--- src/rtl/wb_data_port.sv ---
// Data-memory port: converts MEM-stage load/store requests into single
// Wishbone classic cycles. It checks alignment, places store data on the
// correct byte lanes, and extends load data to full width. Bus errors and
// timeouts are reported as faults.
module wb_data_port #(
  parameter int DATA_WIDTH     = 32,
  parameter int ADDR_WIDTH     = 32,
  parameter int TIMEOUT_CYCLES = 255
) (
  input  logic                    clk_i,
  input  logic                    rst_i,
  input  logic                    req_valid_i,
  input  logic                    req_we_i,
  input  logic [1:0]              req_size_i,
  input  logic                    req_unsigned_i,
  input  logic [ADDR_WIDTH-1:0]   req_addr_i,
  input  logic [DATA_WIDTH-1:0]   req_wdata_i,
  output logic                    busy_o,
  output logic [DATA_WIDTH-1:0]   rdata_o,
  output logic                    rdata_valid_o,
  output logic                    fault_o,
  output logic [1:0]              fault_cause_o,
  output logic                    wb_cyc_o,
  output logic                    wb_stb_o,
  output logic                    wb_we_o,
  output logic [ADDR_WIDTH-1:0]   wb_adr_o,
  output logic [DATA_WIDTH-1:0]   wb_dat_o,
  output logic [DATA_WIDTH/8-1:0] wb_sel_o,
  input  logic [DATA_WIDTH-1:0]   wb_dat_i,
  input  logic                    wb_ack_i,
  input  logic                    wb_err_i
);

  localparam int SEL_W  = DATA_WIDTH / 8;
  localparam int LANE_W = $clog2(SEL_W);
  localparam int CNT_W  = (TIMEOUT_CYCLES > 0) ? $clog2(TIMEOUT_CYCLES + 1) : 1;
  localparam logic [CNT_W-1:0] TIMEOUT_VAL = CNT_W'(TIMEOUT_CYCLES);

  localparam logic [1:0] CAUSE_ALIGN   = 2'b01;
  localparam logic [1:0] CAUSE_BUSERR  = 2'b10;
  localparam logic [1:0] CAUSE_TIMEOUT = 2'b11;

  typedef enum logic [0:0] {
    ST_IDLE = 1'b0,
    ST_BUS  = 1'b1
  } state_t;

  state_t              state_r;
  logic [CNT_W-1:0]    cnt_r;
  logic [CNT_W-1:0]    cnt_next_s;
  logic [1:0]          size_r;
  logic                unsigned_r;
  logic [LANE_W-1:0]   lane_r;
  logic [LANE_W-1:0]   lane_s;
  logic                aligned_s;
  logic [DATA_WIDTH-1:0] shifted_s;
  logic [DATA_WIDTH-1:0] load_ext_s;

  // Byte-enable pattern of an access size, anchored at lane 0.
  function automatic logic [SEL_W-1:0] size_mask(input logic [1:0] size);
    logic [SEL_W-1:0] m;
    case (size)
      2'b00:   m = SEL_W'(8'h01);
      2'b01:   m = SEL_W'(8'h03);
      2'b10:   m = SEL_W'(8'h0F);
      2'b11:   m = SEL_W'(8'hFF);
      default: m = SEL_W'(8'h00);
    endcase
    return m;
  endfunction

  // Expand a byte-enable mask into a per-bit data mask.
  function automatic logic [DATA_WIDTH-1:0] byte_bits(input logic [SEL_W-1:0] mask);
    logic [DATA_WIDTH-1:0] b;
    for (int i = 0; i < SEL_W; i++) begin
      b[8*i +: 8] = {8{mask[i]}};
    end
    return b;
  endfunction

  assign lane_s     = req_addr_i[LANE_W-1:0];
  assign cnt_next_s = cnt_r + CNT_W'(1);
  assign busy_o     = (state_r == ST_BUS) || (req_valid_i && aligned_s);

  // Size legality and natural-alignment check of the incoming request.
  always_comb begin
    aligned_s = 1'b0;
    case (req_size_i)
      2'b00:   aligned_s = 1'b1;
      2'b01:   aligned_s = (req_addr_i[0] == 1'b0);
      2'b10:   aligned_s = (req_addr_i[1:0] == 2'b00);
      2'b11:   aligned_s = (DATA_WIDTH == 64) && (req_addr_i[2:0] == 3'b000);
      default: aligned_s = 1'b0;
    endcase
  end

  // Right-align the addressed lane of the read data and extend it per size/signedness.
  always_comb begin
    shifted_s  = wb_dat_i >> {lane_r, 3'b000};
    load_ext_s = shifted_s;
    case (size_r)
      2'b00:   load_ext_s = unsigned_r ? DATA_WIDTH'(shifted_s[7:0])
                                       : DATA_WIDTH'($signed(shifted_s[7:0]));
      2'b01:   load_ext_s = unsigned_r ? DATA_WIDTH'(shifted_s[15:0])
                                       : DATA_WIDTH'($signed(shifted_s[15:0]));
      2'b10:   load_ext_s = unsigned_r ? DATA_WIDTH'(shifted_s[31:0])
                                       : DATA_WIDTH'($signed(shifted_s[31:0]));
      default: load_ext_s = shifted_s;
    endcase
  end

  // Access FSM: request capture, Wishbone cycle control, completion and fault reporting.
  always_ff @(posedge clk_i or posedge rst_i) begin
    if (rst_i) begin
      state_r       <= ST_IDLE;
      cnt_r         <= '0;
      size_r        <= 2'b00;
      unsigned_r    <= 1'b0;
      lane_r        <= '0;
      rdata_o       <= '0;
      rdata_valid_o <= 1'b0;
      fault_o       <= 1'b0;
      fault_cause_o <= 2'b00;
      wb_cyc_o      <= 1'b0;
      wb_stb_o      <= 1'b0;
      wb_we_o       <= 1'b0;
      wb_adr_o      <= '0;
      wb_dat_o      <= '0;
      wb_sel_o      <= '0;
    end else begin
      rdata_valid_o <= 1'b0;
      fault_o       <= 1'b0;
      case (state_r)
        ST_IDLE: begin
          if (req_valid_i && aligned_s) begin
            state_r    <= ST_BUS;
            cnt_r      <= '0;
            size_r     <= req_size_i;
            unsigned_r <= req_unsigned_i;
            lane_r     <= lane_s;
            wb_cyc_o   <= 1'b1;
            wb_stb_o   <= 1'b1;
            wb_we_o    <= req_we_i;
            wb_adr_o   <= req_addr_i;
            wb_sel_o   <= size_mask(req_size_i) << lane_s;
            wb_dat_o   <= (req_wdata_i & byte_bits(size_mask(req_size_i))) << {lane_s, 3'b000};
          end else if (req_valid_i) begin
            // Misaligned or illegal size: refuse without touching the bus.
            fault_o       <= 1'b1;
            fault_cause_o <= CAUSE_ALIGN;
          end else begin
            state_r <= ST_IDLE;
          end
        end
        ST_BUS: begin
          if (wb_err_i) begin
            state_r       <= ST_IDLE;
            wb_cyc_o      <= 1'b0;
            wb_stb_o      <= 1'b0;
            wb_we_o       <= 1'b0;
            fault_o       <= 1'b1;
            fault_cause_o <= CAUSE_BUSERR;
          end else if (wb_ack_i) begin
            state_r  <= ST_IDLE;
            wb_cyc_o <= 1'b0;
            wb_stb_o <= 1'b0;
            wb_we_o  <= 1'b0;
            if (!wb_we_o) begin
              rdata_o       <= load_ext_s;
              rdata_valid_o <= 1'b1;
            end else begin
              rdata_valid_o <= 1'b0;
            end
          end else if ((TIMEOUT_CYCLES != 0) && (cnt_next_s == TIMEOUT_VAL)) begin
            state_r       <= ST_IDLE;
            wb_cyc_o      <= 1'b0;
            wb_stb_o      <= 1'b0;
            wb_we_o       <= 1'b0;
            fault_o       <= 1'b1;
            fault_cause_o <= CAUSE_TIMEOUT;
          end else begin
            cnt_r <= cnt_next_s;
          end
        end
        default: begin
          state_r  <= ST_IDLE;
          wb_cyc_o <= 1'b0;
          wb_stb_o <= 1'b0;
        end
      endcase
    end
  end

endmodule

--- config.mk ---
export PLATFORM = sky130hd
export DESIGN_NAME = wb_data_port
export DESIGN_NICKNAME = d
export VERILOG_FILES = /design/src/rtl/wb_data_port.sv
export SDC_FILE = /design/constraint.sdc
export NUM_CORES = 1
export LEC_CHECK = 0
export BUFFER_PORTS_ARGS = -buffer_cell sky130_fd_sc_hd__buf_2
export CAP_MARGIN = 0
export CORE_ASPECT_RATIO = 0.5
export CORE_MARGIN = 5
export CORE_UTILIZATION = 45
export DETAILED_ROUTE_END_ITERATION = 6
export PLACE_DENSITY = 0.74
export SLEW_MARGIN = 15
export SYNTH_ARGS = -nofsm -noshare
export SYNTH_HDL_FRONTEND = slang
export SYNTH_SLANG_ARGS = --single-unit
--- constraint.sdc ---
create_clock -name clk_i -period 9.6 [get_ports clk_i]
set_input_delay 1.92 -clock clk_i [delete_from_list [all_inputs] [get_ports clk_i]]
set_output_delay 1.92 -clock clk_i [all_outputs]
set_load 0.01 [all_outputs]
# After elaboration in Yosys (flattened, before gate mapping)
# Index checks and enable logic that the tools add are counted.
word_totals:
  elab_cells: 88
  ff_bits: 120
  input_bits: 105
  output_inout_bits: 108
classes:
  n_bitwise: 5
  eq_ne: 14
  mux: 40
  addsub: 1
  shifts: 3
  reduce_logical: 11
ops:
  columns: ["op", "count"]
  rows:
  - ["32-bit 2-to-1 mux", 2]
  - ["32-bit case mux with 2 select lines", 1]
  - ["32-bit bitwise AND", 1]
  - ["8-bit 2-to-1 mux", 4]
  - ["32-bit by 5-bit << shifter with 32-bit output", 1]
  - ["32-bit by 5-bit right shift with 32-bit output", 1]
  - ["1-bit 2-to-1 mux", 18]
  - ["8-bit case mux with 2 select lines", 1]
  - ["2-bit inequality test (second input constant)", 6]
  - ["4-bit case mux with 3 select lines", 1]
  - ["4-bit AND reduction", 3]
  - ["2-bit 2-to-1 mux", 5]
  - ["8-bit by 1-bit adder with 8-bit output (second input constant)", 1]
  - ["8-bit equality test (second input constant)", 1]
  - ["4-bit 2-to-1 mux", 2]
  - ["1-bit case mux with 2 select lines", 4]
  - ["2-bit logical NOT", 3]
  - ["2-bit by 1-bit equality test with 1-bit output (second input constant)", 2]
  - ["2-bit equality test (second input constant)", 2]
  - ["4-bit by 3-bit inequality test with 1-bit output (second input constant)", 1]
  - ["1-bit inverter", 4]
  - ["1-bit case mux with 4 select lines", 1]
  - ["2-bit case mux with 2 select lines", 1]
  - ["2-bit AND reduction", 2]
  - ["6 further kinds", 6]

# Logic depth before layout (Yosys ltp)
logic_depth:
  depth_word: 7
  ltp_mapped: 7
  ltp_nobuf: 7

# Least setup slack after synthesis
# No wires, ideal clock.
synth_path:
  path_kind: "input port to output port"
  startpoint: "input port req_addr_i[0]"
  endpoint: "output port busy_o"
  arrival_ps: 2530
  required_time_ps: 7680
  path_slack_ps: 5150
  path_buffers: 0
  stages: 4
  cell_sequence: "o21ai_0 > and2_1 > a21oi_1 > inv_1"
synth_via:
  elab_chain_cells: 4
  elab_cells_between_ends: 5
  cone_classes: "1 x mux; 1 x bitwise; 3 x reduce/logical"
synth_lines:
  columns: ["element", "line", "text"]
  rows:
  - ["start: declaration", "16", "input logic [ADDR_WIDTH-1:0] req_addr_i,"]
  - ["2-bit logical NOT or 1-bit inverter (tied branches)", "91, 90", null]
  - ["1-bit case mux with 4 select lines (*)", "88", "case (req_size_i)"]
  - ["1-bit logical AND (*)", "83", "assign busy_o = (state_r == ST_BUS) || (req_valid_i && aligned_s);"]
  - ["1-bit logical OR (*)", "83", null]
  - ["end: declaration", "18", "output logic busy_o,"]
# Every way passes the cells marked *; elsewhere a longest branch is shown, timed or not.

# Worst setup path after layout
# Ends and elaborated chain as after synthesis.

==> metrics.txt <==
run status finished, final reports clean; ranking of synthesized cells by area dfrtp_1, mux2_2, nand2_1, o21ai_0, nor2_1; hold_buf cts 0; Tot GR Track Use 20.53%; Clock Latency Late Sink 0.41 ns; Vias 4,954; TritonCTS clock tree done; count leader, synth dfrtp_1; Crit path arrival time 3.46 ns; Hold Fails Final Rpt 0; final worst-path cycle share 56.06%; DPL Wire Length 11,180 um; post-detailed-route count of antenna-violating nets 0; CP Capture Point busy_o; R2R setup slack 6.87 ns; Final Core Density 58.83%; slew at the pin closest to its max-slew limit 1.086 ns; core area 12,520 um^2; Chip Height 89.41 um; H-tree levels 4; first-pass GRT wire length 24,370 um; Syn Inst Count 569; final net count 873; Critical Path Source req_addr_i[0]; hold slack 0.4739 ns; clk slew on worst S/H paths 0.05 ns; area added between synthesis and finish 29.76%; TritonRoute pass-1 iters 5; DIE AREA 15,090 um^2; gr ovfl total 0; Yosys warning count 0; Post-synth EDFFs 0; Yosys reg bits 118; root buffer cell clkbuf_16; CP startpoint kind input port; DR WL/cell 16.36 um; num rows 29; Routed Wire Length 15,530 um; RSZ-0062 raised after global routing no; Sum Neg Setup Slack 0 ns; Critical R2R Capture rdata_o[24]$_DFFE_PP0P_; postcts setup bufs 0; Post-Syn Area 5675 um^2; Initial DRC Count 393; # setup viols final 0; critical path type in2out; Tightest Hold Check Type reg2reg; clock buffer depth 2; RR Startpoint state_r$_DFF_PP0_; Lkg Pwr 3.628 nW; DRC 0; cell taking the most area after synthesis dfrtp_1; Ports 213; Main synth FF type dfrtp_1; Final min period 5.382 ns; PwrDens 247.4 nW/um^2; Yosys top cell area share 52.03%; vias per cell 5.220; Port Buf Inserts 212; share of cells above drive strength 1 40.18%; most frequent cells after synthesis dfrtp_1, nand2_1, o21ai_0; initial antenna violation count 0; post-synth cell types 48; global placement routability congestion 0.8412; clock skew 0.01515 ns; synthesized area per cell 9.974 um^2; Async SR Flop Fraction 100.0%; Max-Cap Viols 0; Reg2Reg Depth 4; # clock sinks 118; largest net degree at the start of global routing 109; sequential area share after synthesis 52.03%; CTS resizes 0; Initial Util 45.34%; CP endpoint kind primary output; Worst EP required 7.68 ns; Max VDD drop 0.1230 mV; antenna cell count 0; FMAX 0.1858 GHz; vias in the first global route 4,754; TritonCTS buffer count 17; Slew HR 27.44%; Mapped Nets 676; Final Slew Violations 0; CP max FO 41; die width 168.8 um
## report_power, final
part	total, W	internal [W]	switching (W)
clock	0.000609	0.000379	0.000230
sequential	0.000707	0.000632	0.0000751
combinational	0.000507	0.000228	0.000278
## cell type report
class,count,area [um^2]
clock buffers,18,429.2
clock inverters,14,136.4
fillers,1044,5154
inverters,12,47.55
multi-input cells,402,2502
flip-flops and latches,118,2953
well taps,170,212.7
repair buffers,215,1084
## cells in the final DEF (no fill, tap or decap), types with 2 or more instances in the layout
cell type,instances
buf_2,212
dfrtp_1,118
nand2_1,111
o21ai_0,58
mux2_2,53
nor2_1,42
clkbuf_16,17
a21oi_1,16
a22oi_1,16
mux2i_1,14
nand2b_1,12
inv_1,10
a21oi_2,9
a31oi_1,9
o22a_1,8
o211ai_1,7
clkinv_2,6
nor2b_1,5
clkinvlp_4,5
o31ai_1,4
nand4_1,3
xnor2_1,3
a21o_1,3
buf_4,3
and2_1,2
a211o_1,2
nand3_1,2
nor3_1,2
or3_1,2
ha_1,2
bufinv_16,2
## sequential cells by signal (all words and copies together), names as in the netlist
register       cells
rdata_o           32
wb_adr_o          32
wb_dat_o          32
cnt_r              8
wb_sel_o           4
fault_cause_o      2
size_r             2
fault_o            1
rdata_valid_o      1
state_r            1
unsigned_r         1
wb_stb_o           1
wb_we_o            1
## layer usage
metal | global-route usage, % | wire length (um) | vias to the layer above
li1 | - | - | 2375
met2 | 33.53 | 7372 | 208
met4 | 8.468 | 396 | 0
met3 | 6.184 | 1267 | 31
met5 | 0 | 0 | -
met1 | 26.01 | 6490 | 2340
## worst max-delay path, cell delays in order
cell and delay, ns:
buf_2 0.51, o21ai_0 0.25, and2_1 0.27, a21oi_1 0.30
inv_1 0.06, buf_2 0.14
## cells by family (layout without fill, tap and decap cells)
kind of cell | Yosys count | after routing | synth area share [%]
DFF | 118 | 118 | 52.03
adders and majority gates | 2 | 2 | 0.4408
AOI/OAI and AO/OA | 141 | 141 | 15.74
buffers and inverters | 49 | 259 | 3.968
muxes | 68 | 68 | 13.38
and+or+nand+nor | 188 | 188 | 13.98
xor gates and xnor gates | 3 | 3 | 0.4630
## how the worst min path moves through the flow
stage	slack [ns]	to	cells after the start	startpoint
3_3_place_gp	0.46	rdata_o[5]$_DFFE_PP0P_	2	rdata_o[5]$_DFFE_PP0P_
2_1_floorplan	0.50	unsigned_r$_DFFE_PP0P_	1	unsigned_r$_DFFE_PP0P_
5_1_grt	0.50	rdata_o[1]$_DFFE_PP0P_	2	rdata_o[1]$_DFFE_PP0P_
4_1_cts	0.48	wb_dat_o[19]$_DFFE_PP0P_	2	wb_dat_o[19]$_DFFE_PP0P_
3_5_place_dp	0.46	rdata_o[2]$_DFFE_PP0P_	2	rdata_o[2]$_DFFE_PP0P_
6_report	0.47	wb_dat_o[0]$_DFFE_PP0P_	2	wb_dat_o[0]$_DFFE_PP0P_
## stage by stage
step	power (W)	instances	instance area (um^2)	worst slack [ns]
floorplan	0.001005	569	5675	4.551
global placement	0.001211	917	6799	4.344
detailed placement	0.001225	917	6799	4.241
CTS	0.001839	949	7365	4.250
global route	0.001927	949	7365	4.078
finish	0.001822	949	7365	4.218
(Power assumes the default switching activity.)
